$ cat src/rtl/mcu_cmd_responder.sv
// Memory-control-unit command responder: accepts one vector load/store, streams element addresses,
// and tracks load responses until the buffer is full. Optional alignment check: MCU_ALIGN_CHECK_EN.
module mcu_cmd_responder #(
  parameter int unsigned VL_W            = 12,
  parameter int unsigned MAX_OUTSTANDING = 4
) (
  input  logic            clk,
  input  logic            rst,
  input  logic            mcu_ld_vld_i,
  output logic            mcu_ld_rdy_o,
  output logic            mcu_ld_buffered_o,
  input  logic            mcu_st_vld_i,
  output logic            mcu_st_rdy_o,
  input  logic [31:0]     mcu_base_addr_i,
  input  logic [31:0]     mcu_stride_i,
  input  logic [2:0]      mcu_data_width_i,
  input  logic            mcu_unit_ld_st_i,
  input  logic            mcu_strided_ld_st_i,
  input  logic            mcu_idx_ld_st_i,
  input  logic [VL_W-1:0] vl_i,
  output logic            rd_req_vld_o,
  input  logic            rd_req_rdy_i,
  output logic [31:0]     rd_req_addr_o,
  input  logic            rd_resp_vld_i,
  output logic            wr_req_vld_o,
  input  logic            wr_req_rdy_i,
  output logic [31:0]     wr_req_addr_o,
  input  logic            ld_consumed_i,
  output logic            misalign_err_o
);

  localparam int unsigned ADDR_W = 32;
  localparam int unsigned ESZ_W  = 3;

  typedef enum logic [2:0] {
    IDLE,
    LD_ISSUE,
    LD_WAIT,
    LD_BUFFERED,
    ST_ISSUE
  } state_t;

  state_t            state_q, state_d;
  logic [ADDR_W-1:0] addr_q, addr_d;
  logic [ADDR_W-1:0] step_q, step_d;
  logic [VL_W-1:0]   vl_q, vl_d;
  logic [VL_W-1:0]   issued_q, issued_d;
  logic [VL_W-1:0]   returned_q, returned_d;
  logic              buffered_q, buffered_d;

  logic              ld_accept, st_accept;
  logic              rd_hs, wr_hs, resp_ok;
  logic [VL_W-1:0]   outstanding;
  logic [ESZ_W-1:0]  cmd_esize;
  logic [ADDR_W-1:0] cmd_step;
  logic              cmd_noop;

  // Element size in bytes from the vector width field; unlisted codes fall back to 4
  always_comb begin
    cmd_esize = ESZ_W'(4);
    case (mcu_data_width_i)
      3'b000:  cmd_esize = ESZ_W'(1);
      3'b101:  cmd_esize = ESZ_W'(2);
      default: cmd_esize = ESZ_W'(4);
    endcase
  end

  assign cmd_step = (mcu_strided_ld_st_i && !mcu_unit_ld_st_i) ? mcu_stride_i
                                                                : ADDR_W'(cmd_esize);
  assign cmd_noop = (vl_i == '0) || mcu_idx_ld_st_i;

  assign ld_accept = (state_q == IDLE) && mcu_ld_vld_i;
  assign st_accept = (state_q == IDLE) && mcu_st_vld_i && !mcu_ld_vld_i;

  // Ready is gated by reset so every output reads 0 while reset is held
  assign mcu_ld_rdy_o = (state_q == IDLE) && !rst;
  assign mcu_st_rdy_o = (state_q == IDLE) && !rst;

  assign outstanding  = issued_q - returned_q;
  assign rd_req_vld_o = (state_q == LD_ISSUE) && (issued_q < vl_q) &&
                        (outstanding < VL_W'(MAX_OUTSTANDING));
  assign wr_req_vld_o = (state_q == ST_ISSUE);
  assign rd_req_addr_o = addr_q;
  assign wr_req_addr_o = addr_q;
  assign mcu_ld_buffered_o = buffered_q;

  assign rd_hs   = rd_req_vld_o && rd_req_rdy_i;
  assign wr_hs   = wr_req_vld_o && wr_req_rdy_i;
  assign resp_ok = rd_resp_vld_i && (returned_q != vl_q) &&
                   ((state_q == LD_ISSUE) || (state_q == LD_WAIT));

  always_ff @(posedge clk or posedge rst) begin
    if (rst) begin
      state_q    <= IDLE;
      addr_q     <= '0;
      step_q     <= '0;
      vl_q       <= '0;
      issued_q   <= '0;
      returned_q <= '0;
      buffered_q <= 1'b0;
    end else begin
      state_q    <= state_d;
      addr_q     <= addr_d;
      step_q     <= step_d;
      vl_q       <= vl_d;
      issued_q   <= issued_d;
      returned_q <= returned_d;
      buffered_q <= buffered_d;
    end
  end

  always_comb begin
    state_d    = state_q;
    addr_d     = addr_q;
    step_d     = step_q;
    vl_d       = vl_q;
    issued_d   = issued_q + VL_W'(rd_hs || wr_hs);
    returned_d = returned_q + VL_W'(resp_ok);

    case (state_q)
      IDLE: begin
        if (ld_accept || st_accept) begin
          addr_d     = mcu_base_addr_i;
          step_d     = cmd_step;
          vl_d       = vl_i;
          issued_d   = '0;
          returned_d = '0;
          if (ld_accept) begin
            state_d = cmd_noop ? LD_BUFFERED : LD_ISSUE;
          end else begin
            state_d = cmd_noop ? IDLE : ST_ISSUE;
          end
        end
      end
      LD_ISSUE: begin
        if (rd_hs) begin
          addr_d = addr_q + step_q;
        end
        if (issued_d == vl_q) begin
          state_d = (returned_d == vl_q) ? LD_BUFFERED : LD_WAIT;
        end
      end
      LD_WAIT: begin
        if (returned_d == vl_q) begin
          state_d = LD_BUFFERED;
        end
      end
      LD_BUFFERED: begin
        if (ld_consumed_i) begin
          state_d = IDLE;
        end
      end
      ST_ISSUE: begin
        if (wr_hs) begin
          addr_d = addr_q + step_q;
        end
        if (issued_d == vl_q) begin
          state_d = IDLE;
        end
      end
      default: state_d = IDLE;
    endcase

    buffered_d = (state_d == LD_BUFFERED);
  end

`ifdef MCU_ALIGN_CHECK_EN
  logic [ESZ_W-1:0]  esize_q;
  logic              misalign_q;
  logic [ADDR_W-1:0] align_mask;

  assign align_mask = ADDR_W'(esize_q) - ADDR_W'(1);

  // Sticky flag: set by any misaligned issued address, cleared by the next acceptance
  always_ff @(posedge clk or posedge rst) begin
    if (rst) begin
      esize_q    <= ESZ_W'(1);
      misalign_q <= 1'b0;
    end else if (ld_accept || st_accept) begin
      esize_q    <= cmd_esize;
      misalign_q <= 1'b0;
    end else if ((rd_hs || wr_hs) && ((addr_q & align_mask) != '0)) begin
      misalign_q <= 1'b1;
    end
  end

  assign misalign_err_o = misalign_q;
`else
  assign misalign_err_o = 1'b0;
`endif

endmodule

$ cat config.mk
export PLATFORM = sky130hd
export DESIGN_NAME = mcu_cmd_responder
export DESIGN_NICKNAME = d
export VERILOG_FILES = /design/src/rtl/mcu_cmd_responder.sv
export SDC_FILE = /design/constraint.sdc
export NUM_CORES = 1
export LEC_CHECK = 0
export CORE_MARGIN = 3
export CORE_UTILIZATION = 53
export DETAILED_ROUTE_END_ITERATION = 8
export GPL_ROUTABILITY_DRIVEN = 0
export PLACE_DENSITY = 0.82
export SYNTH_ARGS = -nofsm -noshare
export SYNTH_HDL_FRONTEND = slang
export SYNTH_SLANG_ARGS = --single-unit
export TNS_END_PERCENT = 50
$ cat constraint.sdc
create_clock -name clk -period 5.6 [get_ports clk]
set_clock_uncertainty 0.1 [all_clocks]
set_input_delay 0.56 -clock clk [delete_from_list [all_inputs] [get_ports clk]]
set_output_delay 0.56 -clock clk [all_outputs]
set_load 0.1 [all_outputs]
* Word level (Yosys, flattened, before mapping) *
Cells that the tools add are included.

word-level totals
  flip-flop bits (word level) = 104
  output and inout port bits = 70
  logic and storage cells = 69

operators by class
  magnitude comparators = 2
  add/sub/neg operators = 4
  muxes and demuxes = 20
  reduce and logical (&&, ||, !) cells = 24
  equal/unequal tests = 12

operator list
  kind                 number
  $mux 32              4
  $pmux 32 s3          1
  $mux 12              4
  $add 32x32->32       1
  $add 12x1->12        2
  $eq 12x12->1         2
  $mux 3               7
  $pmux 3 s5           1
  $logic_not 12->1     1
  $lt 12x12->1         1
  $lt 12x3->1 const B  1
  $ne 12x12->1         1
  $sub 12x12->12       1
  $logic_and 1x1->1    11
  $eq 3x2->1 const B   3
  $eq 3x3->1 const B   2
  $logic_not 3->1      2
  $pmux 3 s2           1
  $logic_or 1x1->1     4
  $ne 2x1->1 const B   2
  $reduce_and 4->1     1
  $eq 3x1->1 const B   1
  $logic_not 1->1      3
  $reduce_bool 3->1    1
  4 further kinds      4

* Longest topological paths before layout *
  depth in word-level cells = 10
  depth in mapped cells = 24

* Worst setup path before layout *
No wires, ideal clock.

  path type = reg-to-output
  from = register returned_q[9]
  to = output port rd_req_vld_o
  arrival = 4.736 ns
  data required time = 4.940 ns
  stages on the path, launching flop included = 12
  slack = 0.204 ns
  buffers on the path = 2
  cells stage by stage = dfrtp_1 > clkbuf_1 > inv_1 > ha_1 > clkbuf_1 > o21a_1 > a21oi_1 > a2bb2oi_1 > nand3_1 > nor2_1 > o211ai_1 > nor4_1

between the ends
  cells in the longest elaborated chain, start to end = 3

RTL lines
  element                 line  text
  from (decl)             48    logic [VL_W-1:0] returned_q, returned_d;
  from (signal assigned)  107   returned_q <= returned_d;
  $sub 12x12->12          79    assign outstanding = issued_q - returned_q;
  $lt 12x3->1             81    (outstanding < VL_W'(MAX_OUTSTANDING));
  $logic_and 1x1->1       80    assign rd_req_vld_o = (state_q == LD_ISSUE) && (issued_q < vl_q) &&
  to (decl)               21    output logic rd_req_vld_o,

Every way passes these cells.

* Worst setup path after layout *
  from = register returned_q[2]
  to = register buffered_q (netlist: mcu_ld_buffered_o)

between the ends
  cells in the longest elaborated chain, start to end = 10

RTL lines
  element                           line      text
  $sub 12x12->12                    79
  $lt 12x3->1                       81
  $logic_and 1x1->1                 80
  $logic_and 1x1->1                 87        assign rd_hs = rd_req_vld_o && rd_req_rdy_i;
  $logic_or 1x1->1                  117       issued_d = issued_q + VL_W'(rd_hs || wr_hs);
  $add 12x1->12                     117
  $eq 12x12->1                      139, 157
  $mux 3, on equally long branches  157, 139
  $pmux 3 s5 (*)                    120       case (state_q)
  net state_d[0]                    43        state_t state_q, state_d;
  $eq 3x2->1 (*)                    164       buffered_d = (state_d == LD_BUFFERED);
  net buffered_d                    49        logic buffered_q, buffered_d;
  to (signal assigned)              108       buffered_q <= buffered_d;
  to (decl)                         49

Mark *: on every way through the listed nets, which the timed path passes. The rest lies on a longest branch.
A chain may end at the register's enable or synchronous reset.

==> flow_metrics.py <==
metrics = {
    "cells_and_area": {
        "nFillCells": 1198,
        "final_cell_mix": "clkdlybuf4s50_1, nand2_1, dfrtp_1",
        "layout-drive-gt1-share_pct": 4.368,
        "area_delta_synth_final_pct": 21.42,
        "mostFrequentLayoutCell": "clkdlybuf4s50_1",
        "multi_input_area_mm2": 0.004962,
        "fin_util_pct": 66.81,
        "fin_nets": 1218,
        "final-seq-area_mm2": 0.002603,
    },
    "routing": {
        "vias": 7534,
        "drc_errors": 0,
        "drt-total-wl_um": 22460,
        "viasPerCell": 5.970,
        "drt_iter0_drc": 766,
        "drtAntennaViolNets": 0,
        "first_pass_iters": 5,
        "routedWlPerCell_um": 17.80,
    },
    "grt": {
        "overflow": 0,
        "grt_pass1_wl_um": 36550,
        "grt_pass1_vias": 7230,
        "grtUsageTotal_pct": 27.28,
        "antenna_found_initial": 1,
        "grt_max_degree": 68,
    },
    "worst_setup_path": {
        "slowest_delay_ns": 0.51,
        "crit_arrival_ns": 5.23,
        "rr_worst_depth": 21,
        "rrSetupSlack_ns": 0.52,
        "cp_top_family": "simple AND/OR/NAND/NOR gates",
        "cp_num_buf_inv": 2,
        "r2r_end": "mcu_ld_buffered_o",
        "worstPathMaxFanout": 8,
        "start_kind": "flop",
        "slowest_stage": "or4b_1",
        "end_kind": "flop",
        "timing.rr.start": "returned_q[2]",
        "crit_type": "flop to flop",
        "cp.required_ns": 5.75,
        "cp_cell_sequence": "inv_1 > ha_1 > a21o_1 > a31o_2 > a21boi_0 > o2111ai_1 > nor4b_1 > and4b_1 > a21oi_4 > nand2b_1 > inv_1 > ha_1 > nand3_2 > o21a_1 > or4b_1 > a211oi_1 > nand4_1 > nor2_1 > a21o_1 > o21ai_1 > and2_1",
    },
    "synth": {
        "synth_top_area_share_pct": 31.94,
        "syn_inst": 975,
        "ys_ff_latch": 104,
        "synth.top_cells.by_area": "dfrtp_1, ha_1, nand2_1",
        "seq_area_frac_synth_pct": 31.94,
        "avgSynthCellArea_um2": 8.358,
        "synth_cell_type_count": 73,
        "synth-edff-count": 0,
        "yosys.area_share.adder_pct": 8.844,
        "yosysWarnings": 0,
        "synth.area.mux_share_pct": 2.840,
        "synth_top_family_by_area": "simple AND/OR/NAND/NOR gates",
        "synth_compound_area_share_pct": 18.99,
        "synth_simple_gate_area_share_pct": 20.68,
        "synthArstFlopShare_pct": 100.0,
        "synth-xor-area-share_pct": 9.289,
        "synth_flop_cell": "dfrtp_1",
        "synth_top_area_cell": "dfrtp_1",
        "syn_area_mm2": 0.008149,
        "synth_fp_nets": 1122,
    },
    "place": {
        "place_ws_ns": 0.7116,
        "numPortBuffers": 158,
        "dpl.hpwl_um": 16780,
    },
    "timing": {
        "fmax_mhz": 196.7,
        "relSlewSlack_pct": 31.98,
        "worstMarginPinSlew_ns": 1.017,
        "rsz0062_at_grt": "no",
        "tns_ns": 0,
        "setup_slack_ns": 0.5173,
        "finalCritPeriodShare_pct": 90.76,
        "setup_viol": 0,
        "hold_violations": 0,
        "whs_ns": 0.3798,
        "report.final.slew_viol_count": 0,
        "finalCriticalPeriod_ns": 5.083,
    },
    "cts": {
        "cts_tree": "yes",
        "cts_buffer_depth": 2,
        "cts_sinks": 104,
        "htreeDepth": 3,
        "numCtsBuffers": 9,
        "postCtsSetupBuffers": 0,
        "cts_hold_buf": 0,
        "ctsResizeCount": 0,
        "path_clk_slew_ns": 0.07,
        "root_buffer": "clkbuf_16",
        "insertion_delay_ns": 0.36,
    },
    "hold_path": {
        "hold_class": "flop to flop",
        "min_path_cells": 2,
        "hold_path.startpoint": "step_q[4]",
        "hold_end": "step_q[4]",
    },
    "die": {
        "std_cell_rows": 44,
        "die_area_mm2": 0.01690,
        "die_h_um": 130,
        "core_mm2": 0.01481,
        "ios": 160,
        "die_w_um": 130,
        "start_util_pct": 55.03,
    },
    "run_status": {
        "status": "finished clean",
    },
    "flow_run": {
        "cap_violations": 0,
    },
}
[sequential cells by signal, indices dropped and copies added, names as in the netlist]
signal / count
state_q: 3
issued_q: 12
returned_q: 12
vl_q: 12
step_q: 32
mcu_ld_buffered_o: 1
rd_req_addr_o: 32
[stage by stage]
step	instance area (um^2)	std cells
after floorplan	8149	975
after global placement	9582	1244
after detailed placement	9582	1244
after CTS	9889	1260
after global routing	9892	1261
final	9894	1262
[final cells by class]
class | count | share of cell area (%)
clock buffer | 12 | 2.592
timing repair buffer | 167 | 16.67
antenna | 2 | 0.05058
inverter | 36 | 1.391
sequential | 104 | 26.30
multi-input combinational | 753 | 50.15
clock inverter | 4 | 0.5185
tap | 184 | 2.327
[layer usage]
metal	routed length [um]	part of all wire, %	vias up	GRT usage [%]
met2	10180	45	311	43.68
li1	-	-	3614	-
met4	647	2.9	0	10.27
met3	1531	6.8	43	3.602
met5	0	0	-	0
met1	10100	45	3566	37.93
[synthesized netlist by cell type, drive strengths merged, types with 19 or more instances]
master,n
nor2,71
dfrtp,104
ha,56
o21ai,70
xor2,19
clkbuf,38
nand2,134
a21o,28
nand3,51
inv,36
xnor2,52
a21oi,60
buf,44
[how the worst max path moves through the flow]
| stage | from | end | cells past startpoint | slack, ns |
|---|---|---|---|---|
| floorplan | returned_q[9] | rd_req_vld_o | 11 | 0.20 |
| global placement | issued_q[6] | mcu_ld_buffered_o | 20 | 0.75 |
| detailed placement | issued_q[6] | mcu_ld_buffered_o | 20 | 0.71 |
| CTS | returned_q[2] | mcu_ld_buffered_o | 21 | 0.62 |
| global route | returned_q[2] | mcu_ld_buffered_o | 22 | 0.20 |
| finish | returned_q[2] | mcu_ld_buffered_o | 21 | 0.52 |
[worst min-delay path: stages (launching register included)]
cell and delay, ns:
dfrtp_1 0.34, nand2_1 0.06, nand2_1 0.05
[cell families (layout without fill, tap and decap cells)]
family	Yosys count	after routing
AND/OR/NAND/NOR	358	358
adder cells (fa/ha/maj)	57	57
XOR/XNOR	77	77
other	1	3
multiplexers	21	21
flip-flops	104	104
AO/OA/AOI/OAI	239	239
buffers and inverters	118	219
Power is not shown: default switching activity piles up to over one toggle a cycle in this logic, so the estimate is an artifact.
